File: config.mk
export PLATFORM = sky130hd
export DESIGN_NAME = riscv_dcache_fsm_flat
export DESIGN_NICKNAME = d
export VERILOG_FILES = /design/src/rtl/riscv_dcache_fsm_if.sv /design/src/rtl/riscv_dcache_fsm.sv /design/src/flat_wrapper.sv
export SDC_FILE = /design/constraint.sdc
export NUM_CORES = 1
export LEC_CHECK = 0
export BUFFER_PORTS_ARGS = -buffer_cell sky130_fd_sc_hd__clkbuf_2
export CAP_MARGIN = 40
export CORE_AREA = 2 2 39 41
export CTS_CLUSTER_DIAMETER = 150
export DETAILED_ROUTE_END_ITERATION = 12
export DIE_AREA = 0 0 41 43
export HOLD_SLACK_MARGIN = 0.15
export PLACE_DENSITY = 0.37
export SYNTH_ARGS = -nofsm -noshare
export SYNTH_HDL_FRONTEND = slang
export SYNTH_SLANG_ARGS = --single-unit
File: constraint.sdc
create_clock -name i_riscv_dcache_clk -period 1.8 [get_ports i_riscv_dcache_clk]
set_clock_uncertainty 0.15 [all_clocks]
set_input_delay 0.36 -clock i_riscv_dcache_clk [delete_from_list [all_inputs] [get_ports i_riscv_dcache_clk]]
set_output_delay 0.36 -clock i_riscv_dcache_clk [all_outputs]
set_load 0.01 [all_outputs]
File: src/rtl/riscv_dcache_fsm_if.sv
// Core/memory/tag-array handshake bundle for the dcache control FSM.
// Counter ports exist only when DCACHE_PERF_CNT_EN is defined.
interface riscv_dcache_fsm_if #(
    parameter int CNT_WIDTH = 32
);
    logic i_dcache_cpu_rden;
    logic i_dcache_cpu_wren;
    logic i_dcache_tag_hit;
    logic i_dcache_tag_dirty;
    logic i_dcache_mem_ready;
    logic o_dcache_stall;
    logic o_dcache_mem_rden;
    logic o_dcache_mem_wren;
    logic o_dcache_addr_sel;
    logic o_dcache_cache_wren;
    logic o_dcache_refill_wren;
    logic o_dcache_set_dirty;
    logic o_dcache_set_valid;
`ifdef DCACHE_PERF_CNT_EN
    logic [CNT_WIDTH-1:0] o_dcache_hit_cnt;
    logic [CNT_WIDTH-1:0] o_dcache_miss_cnt;
`endif

    modport slave (
        input  i_dcache_cpu_rden, i_dcache_cpu_wren, i_dcache_tag_hit,
               i_dcache_tag_dirty, i_dcache_mem_ready,
        output o_dcache_stall, o_dcache_mem_rden, o_dcache_mem_wren,
               o_dcache_addr_sel, o_dcache_cache_wren, o_dcache_refill_wren,
               o_dcache_set_dirty, o_dcache_set_valid
`ifdef DCACHE_PERF_CNT_EN
        , output o_dcache_hit_cnt, o_dcache_miss_cnt
`endif
    );

    modport master (
        output i_dcache_cpu_rden, i_dcache_cpu_wren, i_dcache_tag_hit,
               i_dcache_tag_dirty, i_dcache_mem_ready,
        input  o_dcache_stall, o_dcache_mem_rden, o_dcache_mem_wren,
               o_dcache_addr_sel, o_dcache_cache_wren, o_dcache_refill_wren,
               o_dcache_set_dirty, o_dcache_set_valid
`ifdef DCACHE_PERF_CNT_EN
        , input o_dcache_hit_cnt, o_dcache_miss_cnt
`endif
    );
endinterface

File: src/rtl/riscv_dcache_fsm.sv
// Control FSM for the direct-mapped write-back/write-allocate dcache.
// Optional hit/miss counters enabled by macro DCACHE_PERF_CNT_EN.
module riscv_dcache_fsm #(
    parameter int DATA_WIDTH = 128,
    parameter int ADDR       = 27,
    parameter int CNT_WIDTH  = 32
) (
    input  logic              i_riscv_dcache_clk,
    input  logic              i_riscv_dcache_rst,
    riscv_dcache_fsm_if.slave bus
);
    localparam int LINE_BYTES = DATA_WIDTH / 8;

    localparam logic [1:0] S_IDLE  = 2'd0;
    localparam logic [1:0] S_WB    = 2'd1;
    localparam logic [1:0] S_ALLOC = 2'd2;

    generate
        if (LINE_BYTES < 1 || ADDR < 1 || CNT_WIDTH < 1) begin : g_bad_cfg
            $error("riscv_dcache_fsm: invalid parameterisation");
        end
    endgenerate

    logic [1:0] r_state;
    logic [1:0] w_next;
    logic       w_req;
    logic       w_store;
    logic       w_stall, w_mem_rden, w_mem_wren, w_addr_sel;
    logic       w_cache_wren, w_refill_wren, w_set_dirty, w_set_valid;

    assign w_req   = bus.i_dcache_cpu_rden | bus.i_dcache_cpu_wren;
    assign w_store = bus.i_dcache_cpu_wren;

    always_comb begin
        w_next        = r_state;
        w_stall       = 1'b0;
        w_mem_rden    = 1'b0;
        w_mem_wren    = 1'b0;
        w_addr_sel    = 1'b0;
        w_cache_wren  = 1'b0;
        w_refill_wren = 1'b0;
        w_set_dirty   = 1'b0;
        w_set_valid   = 1'b0;
        case (r_state)
            S_IDLE: begin
                if (w_req) begin
                    if (bus.i_dcache_tag_hit) begin
                        w_cache_wren = w_store;
                        w_set_dirty  = w_store;
                    end else begin
                        w_stall = 1'b1;
                        w_next  = bus.i_dcache_tag_dirty ? S_WB : S_ALLOC;
                    end
                end
            end
            S_WB: begin
                w_stall    = 1'b1;
                w_mem_wren = 1'b1;
                w_addr_sel = 1'b1;
                if (bus.i_dcache_mem_ready) w_next = S_ALLOC;
            end
            S_ALLOC: begin
                w_stall    = 1'b1;
                w_mem_rden = 1'b1;
                if (bus.i_dcache_mem_ready) begin
                    w_refill_wren = 1'b1;
                    w_set_valid   = 1'b1;
                    w_next        = S_IDLE;
                end
            end
            default: w_next = S_IDLE;
        endcase
    end

    always_ff @(posedge i_riscv_dcache_clk) begin
        if (i_riscv_dcache_rst) r_state <= S_IDLE;
        else                    r_state <= w_next;
    end

    // Outputs are forced low for the whole reset cycle, not just after it.
    assign bus.o_dcache_stall       = w_stall       & ~i_riscv_dcache_rst;
    assign bus.o_dcache_mem_rden    = w_mem_rden    & ~i_riscv_dcache_rst;
    assign bus.o_dcache_mem_wren    = w_mem_wren    & ~i_riscv_dcache_rst;
    assign bus.o_dcache_addr_sel    = w_addr_sel    & ~i_riscv_dcache_rst;
    assign bus.o_dcache_cache_wren  = w_cache_wren  & ~i_riscv_dcache_rst;
    assign bus.o_dcache_refill_wren = w_refill_wren & ~i_riscv_dcache_rst;
    assign bus.o_dcache_set_dirty   = w_set_dirty   & ~i_riscv_dcache_rst;
    assign bus.o_dcache_set_valid   = w_set_valid   & ~i_riscv_dcache_rst;

`ifdef DCACHE_PERF_CNT_EN
    logic                 r_replay;
    logic [CNT_WIDTH-1:0] r_hit_cnt;
    logic [CNT_WIDTH-1:0] r_miss_cnt;
    logic                 w_hit_evt;
    logic                 w_miss_evt;

    // r_replay marks the IDLE cycle right after a refill so its hit is not counted.
    assign w_hit_evt  = (r_state == S_IDLE) & w_req & bus.i_dcache_tag_hit & ~r_replay;
    assign w_miss_evt = (r_state == S_IDLE) & w_req & ~bus.i_dcache_tag_hit;

    always_ff @(posedge i_riscv_dcache_clk) begin
        if (i_riscv_dcache_rst) begin
            r_replay   <= 1'b0;
            r_hit_cnt  <= '0;
            r_miss_cnt <= '0;
        end else begin
            r_replay <= (r_state == S_ALLOC) & bus.i_dcache_mem_ready;
            if (w_hit_evt)  r_hit_cnt  <= r_hit_cnt + 1'b1;
            if (w_miss_evt) r_miss_cnt <= r_miss_cnt + 1'b1;
        end
    end

    assign bus.o_dcache_hit_cnt  = r_hit_cnt;
    assign bus.o_dcache_miss_cnt = r_miss_cnt;
`endif

    a_req_stable : assert property (@(posedge i_riscv_dcache_clk)
        disable iff (i_riscv_dcache_rst)
        bus.o_dcache_stall |=> ($stable(w_req) && $stable(w_store)));
endmodule

File: src/flat_wrapper.sv
// flat-port wrapper written by rule: the top's interface ports become plain ports
module riscv_dcache_fsm_flat 
#(
    parameter int DATA_WIDTH = 128,
    parameter int ADDR       = 27,
    parameter int CNT_WIDTH  = 32
)
  (i_riscv_dcache_clk, i_riscv_dcache_rst, bus_i_dcache_cpu_rden, bus_i_dcache_cpu_wren, bus_i_dcache_tag_hit, bus_i_dcache_tag_dirty, bus_i_dcache_mem_ready, bus_o_dcache_stall, bus_o_dcache_mem_rden, bus_o_dcache_mem_wren, bus_o_dcache_addr_sel, bus_o_dcache_cache_wren, bus_o_dcache_refill_wren, bus_o_dcache_set_dirty, bus_o_dcache_set_valid);
  riscv_dcache_fsm_if #(.CNT_WIDTH(CNT_WIDTH)) bus_i ();
  input  logic i_riscv_dcache_clk;
  input  logic i_riscv_dcache_rst;
  input wire logic [$bits(bus_i.i_dcache_cpu_rden)-1:0] bus_i_dcache_cpu_rden;
  input wire logic [$bits(bus_i.i_dcache_cpu_wren)-1:0] bus_i_dcache_cpu_wren;
  input wire logic [$bits(bus_i.i_dcache_tag_hit)-1:0] bus_i_dcache_tag_hit;
  input wire logic [$bits(bus_i.i_dcache_tag_dirty)-1:0] bus_i_dcache_tag_dirty;
  input wire logic [$bits(bus_i.i_dcache_mem_ready)-1:0] bus_i_dcache_mem_ready;
  output wire logic [$bits(bus_i.o_dcache_stall)-1:0] bus_o_dcache_stall;
  output wire logic [$bits(bus_i.o_dcache_mem_rden)-1:0] bus_o_dcache_mem_rden;
  output wire logic [$bits(bus_i.o_dcache_mem_wren)-1:0] bus_o_dcache_mem_wren;
  output wire logic [$bits(bus_i.o_dcache_addr_sel)-1:0] bus_o_dcache_addr_sel;
  output wire logic [$bits(bus_i.o_dcache_cache_wren)-1:0] bus_o_dcache_cache_wren;
  output wire logic [$bits(bus_i.o_dcache_refill_wren)-1:0] bus_o_dcache_refill_wren;
  output wire logic [$bits(bus_i.o_dcache_set_dirty)-1:0] bus_o_dcache_set_dirty;
  output wire logic [$bits(bus_i.o_dcache_set_valid)-1:0] bus_o_dcache_set_valid;
  assign bus_i.i_dcache_cpu_rden = bus_i_dcache_cpu_rden;
  assign bus_i.i_dcache_cpu_wren = bus_i_dcache_cpu_wren;
  assign bus_i.i_dcache_tag_hit = bus_i_dcache_tag_hit;
  assign bus_i.i_dcache_tag_dirty = bus_i_dcache_tag_dirty;
  assign bus_i.i_dcache_mem_ready = bus_i_dcache_mem_ready;
  assign bus_o_dcache_stall = bus_i.o_dcache_stall;
  assign bus_o_dcache_mem_rden = bus_i.o_dcache_mem_rden;
  assign bus_o_dcache_mem_wren = bus_i.o_dcache_mem_wren;
  assign bus_o_dcache_addr_sel = bus_i.o_dcache_addr_sel;
  assign bus_o_dcache_cache_wren = bus_i.o_dcache_cache_wren;
  assign bus_o_dcache_refill_wren = bus_i.o_dcache_refill_wren;
  assign bus_o_dcache_set_dirty = bus_i.o_dcache_set_dirty;
  assign bus_o_dcache_set_valid = bus_i.o_dcache_set_valid;
  riscv_dcache_fsm #(.DATA_WIDTH(DATA_WIDTH), .ADDR(ADDR), .CNT_WIDTH(CNT_WIDTH)) u_core (.i_riscv_dcache_clk(i_riscv_dcache_clk), .i_riscv_dcache_rst(i_riscv_dcache_rst), .bus(bus_i));
endmodule
---- Yosys cells after proc, flatten, opt, wreduce, memory -nomap -nowiden ----
Index checks and enable logic that the tools add are counted.
storage, ports and cells
  output and inout bits ................... 8
  word-level logic and storage cells ...... 33
  bits in registers ....................... 2
  bits of input ports ..................... 7
operators by class
  reductions and logical operators ........ 3
  multiplexer cells ....................... 16
  equality and inequality tests ........... 6
  bitwise logic cells ..................... 7
operators with widths
  cell                count
  $mux 2              5
  $mux 1              9
  $ne 2x2->1 const B  3
  $pmux 2 s3          1
  $and 1x1->1         5
  $reduce_and 4->1    1
  $eq 2x1->1 const B  1
  $eq 2x2->1 const B  1
  $logic_not 2->1     1
  $ne 2x1->1 const B  1
  $pmux 1 s2          1
  $reduce_or 2->1     1
  $not 1->1           1
  $or 1x1->1          1

---- Longest topological paths before layout ----
  depth after elaboration ................. 4
  mapped depth ............................ 5
  mapped depth without buffers ............ 5

---- Worst setup path after synthesis ----
Ideal clock, no wire load.
  path type ............................... register -> output
  start ................................... reg u_core.r_state[1]
  end ..................................... out bus_o_dcache_set_dirty
  path slack .............................. 0.066 ns
  buffers on the path ..................... 1
  data required time ...................... 1.290 ns
  arrival time ............................ 1.224 ns
  stages on the path, launching flop included .. 6
  cells stage by stage .................... dfxtp_1 > inv_1 > ha_1 > inv_1 > nor3_1 > buf_4
on the way
  longest elaborated chain between the ends .. 3
ends and longest elaborated chain
  element                 line                    source
  from (decl)             riscv_dcache_fsm.sv:24  logic [1:0] r_state;
  from (signal assigned)  riscv_dcache_fsm.sv:77  else r_state <= w_next;
  $logic_not 2->1         n/a
  $mux 1                  n/a
  $and 1x1->1             n/a
  to (decl)               flat_wrapper.sv:23      output wire logic [$bits(bus_i.o_dcache_set_dirty)-1:0] bus_o_dcache_set_dirty;
No other way between the ends.

---- Worst setup path in the final report ----
  start ................................... reg u_core.r_state[0]
  end ..................................... out bus_o_dcache_refill_wren
on the way
  longest elaborated chain between the ends .. 3
ends and longest elaborated chain
  element      line                    source
  $eq 2x2->1   riscv_dcache_fsm.sv:44  case (r_state)
  $mux 1       riscv_dcache_fsm.sv:44
  $and 1x1->1  riscv_dcache_fsm.sv:86  assign bus.o_dcache_refill_wren = w_refill_wren & ~i_riscv_dcache_rst;
  to (decl)    flat_wrapper.sv:22      output wire logic [$bits(bus_i.o_dcache_refill_wren)-1:0] bus_o_dcache_refill_wren;
No other way between the ends.

==> results.cfg <==
[status]
status = finished clean

[clocking]
clk_pin_slew_ps = 30
clock_latency_ps = 220
clock-root-buffer = clkbuf_4
cts_tree = built
cts_buffers = 3
cts_sinks = 2
htree_levels = 1
hold_buffers = 0
clockBufferDepth = 2

[global_route]
first_global_vias = 240
grt_antenna_before_repair = 0
grt_pass1_wl_um = 959
grtUsageTotal = 0.0831
grt_max_degree = 8
grt-ovfl-total = 0

[hold_path]
hold_path_depth = 2
hp-class = in2reg
hp-start = i_riscv_dcache_rst
hold_path_end = u_core.r_state[1]

[routing]
ant_nets = 0
drc_errors = 0
wirelength_um = 558
num_vias = 255
wl_per_cell_um = 9.00
dr.pass1.iters = 1
via_per_inst = 4.11
drt_iter0_markers = 0

[worst_setup_path]
critical_path.max_stage_delay_ps = 310
worstPathRequired_ps = 1290
path_cells = inv_2, ha_2, nor2b_2, and2_1, clkbuf_2
critPathTopFamily = flip-flops
worstPathMaxFanout = 3
rr_worst_depth = 6
endpoint_kind = output port
reg2reg_slack_ps = 230
worst-path-buf-inv = 2
start_kind = flip-flop
cp.arrival_ps = 1220
rr_startpoint = u_core.r_state[1]
r2r-end = u_core.r_state[1]
path_class = reg2out
cp_slowest_cell = dfxtp_2

[synth]
syn-instance-count = 30
synth_seq_area_share = 0.168
ys_types = 18
yosys_warnings = 0
mappedNetlistArea_um2 = 239
avgSynthCellArea_um2 = 7.97
synth.net_count = 41
synth_seq_cells = 2

[sta]
setup_viol = 0
max_freq_ghz = 0.578
worst_slew_pin_slew_ps = 233
rsz0062_at_grt = no
post-route-min-period_ps = 1730
hold_viol_final = 0
drv_slew = 0
fin_crit_sh = 0.961
tns_ps = 0
slew_headroom = 0.845

[place]
place_area_um2 = 307
routabilityCongestion = 0.650
io_buffer_count = 14
dp_hpwl_um = 446

[floorplanning]
coreArea_um2 = 1380
boundaryPins = 15
initial_utilization = 0.173
die_y_um = 43
design.die.area_um2 = 1760
die_x_um = 41
fp-row-count = 14

[final_layout]
final_area_um2 = 372
syn2layout_area_growth_pct = 55.5
antenna_cells = 0
num-nets-final = 59
largest_reg_flops = 2
largest_register = u_core.r_state
top_regs = u_core.r_state: 2 flops
final_layout_size_suffix_gt1_frac = 0.630

[power]
ir_drop_uv = 354
p_leak_uw = 0.000191
powerDensity_nw_per_um2 = 773

[job]
max-cap-violations = 0
==> cells in the final DEF (no fill, tap or decap), types with 2 or more instances in the layout <==
cell	n
clkbuf_2	12
clkbuf_4	3
inv_2	2
inv_1	2
nand2_1	2
ha_1	2
buf_2	2
buf_4	2
dfxtp_2	2
==> how the worst max path moves through the flow <==
stage                      start                  endpoint  slack [ps]  cells after the start
3_5_place_dp   u_core.r_state[1]    bus_o_dcache_set_dirty         150                      5
4_1_cts        u_core.r_state[1]     bus_o_dcache_mem_wren          30                      6
5_1_grt        u_core.r_state[0]    bus_o_dcache_set_valid           1                      5
3_3_place_gp   u_core.r_state[1]    bus_o_dcache_set_dirty         170                      5
2_1_floorplan  u_core.r_state[1]    bus_o_dcache_set_dirty          70                      5
6_report       u_core.r_state[0]  bus_o_dcache_refill_wren          70                      5
==> per-layer routing <==
| metal | wire length, um | vias to the layer above | part of all wire | track usage |
|---|---|---|---|---|
| met4 | 0 | 0 | 0 | 0.0600 |
| li1 | - | 134 | - | - |
| met5 | 0 | - | 0 | 0 |
| met3 | 16 | 0 | 0.029 | 0.0157 |
| met1 | 210 | 117 | 0.38 | 0.0892 |
| met2 | 330 | 4 | 0.59 | 0.134 |
==> power breakdown <==
group | internal (uW) | switching (uW) | leakage [uW]
combinational | 62.6 | 67.1 | 0.000160
clock | 73.5 | 24.4 | 0.0000138
sequential | 53.1 | 6.47 | 0.0000172
==> final cells by class <==
| type | count | area (um2) |
|---|---|---|
| fill | 158 | 1010 |
| clock buffer | 3 | 22.5 |
| tap | 16 | 20.0 |
| multi-input combinational | 21 | 186 |
| sequential | 2 | 42.5 |
| timing repair buffer | 16 | 85.1 |
| inverter | 4 | 15.0 |
==> cells in the mapped netlist, drive strengths merged <==
library cell,number,area [um2]
o2111a,1,11.3
ha,4,50.1
a211oi,1,12.5
nor3,2,10.0
o21ba,1,10.0
buf,3,22.5
o21bai,1,7.51
a21oi,1,5.00
o2bb2ai,1,8.76
nand3b,1,7.51
o21ai,1,5.00
dfxtp,2,40.0
nand2,2,7.51
nor2,2,7.51
nand2b,1,6.26
inv,4,15.0
and2,1,6.26
nor2b,1,6.26
==> what timing repair did <==
item	4_1_cts	5_1_grt
setup buffers	2	0
cloned	0	0
pin swaps	1	2
endpoints found under the setup margin	5	5
gates resized for setup	7	5
==> cells by family after synthesis <==
family,share of synthesized area
adder cells (fa/ha/maj),0.209
AO/OA/AOI/OAI,0.251
flip-flops,0.168
buffers and inverters,0.157
AND/OR/NAND/NOR,0.215
==> through the flow <==
step                      std cells  setup WS [ps]  hold slack [ps]   util  power, uW
after floorplan                  30           66.4              275      -        134
after detailed placement         57            153              420  0.222        164
after CTS                        62           33.5              252  0.263        295
final                            62           71.0              274  0.269        287
after global routing             62           1.33              281  0.269        317
after global placement           57            170              402  0.222        165
Note: power is estimated with default switching activity, not from simulation.
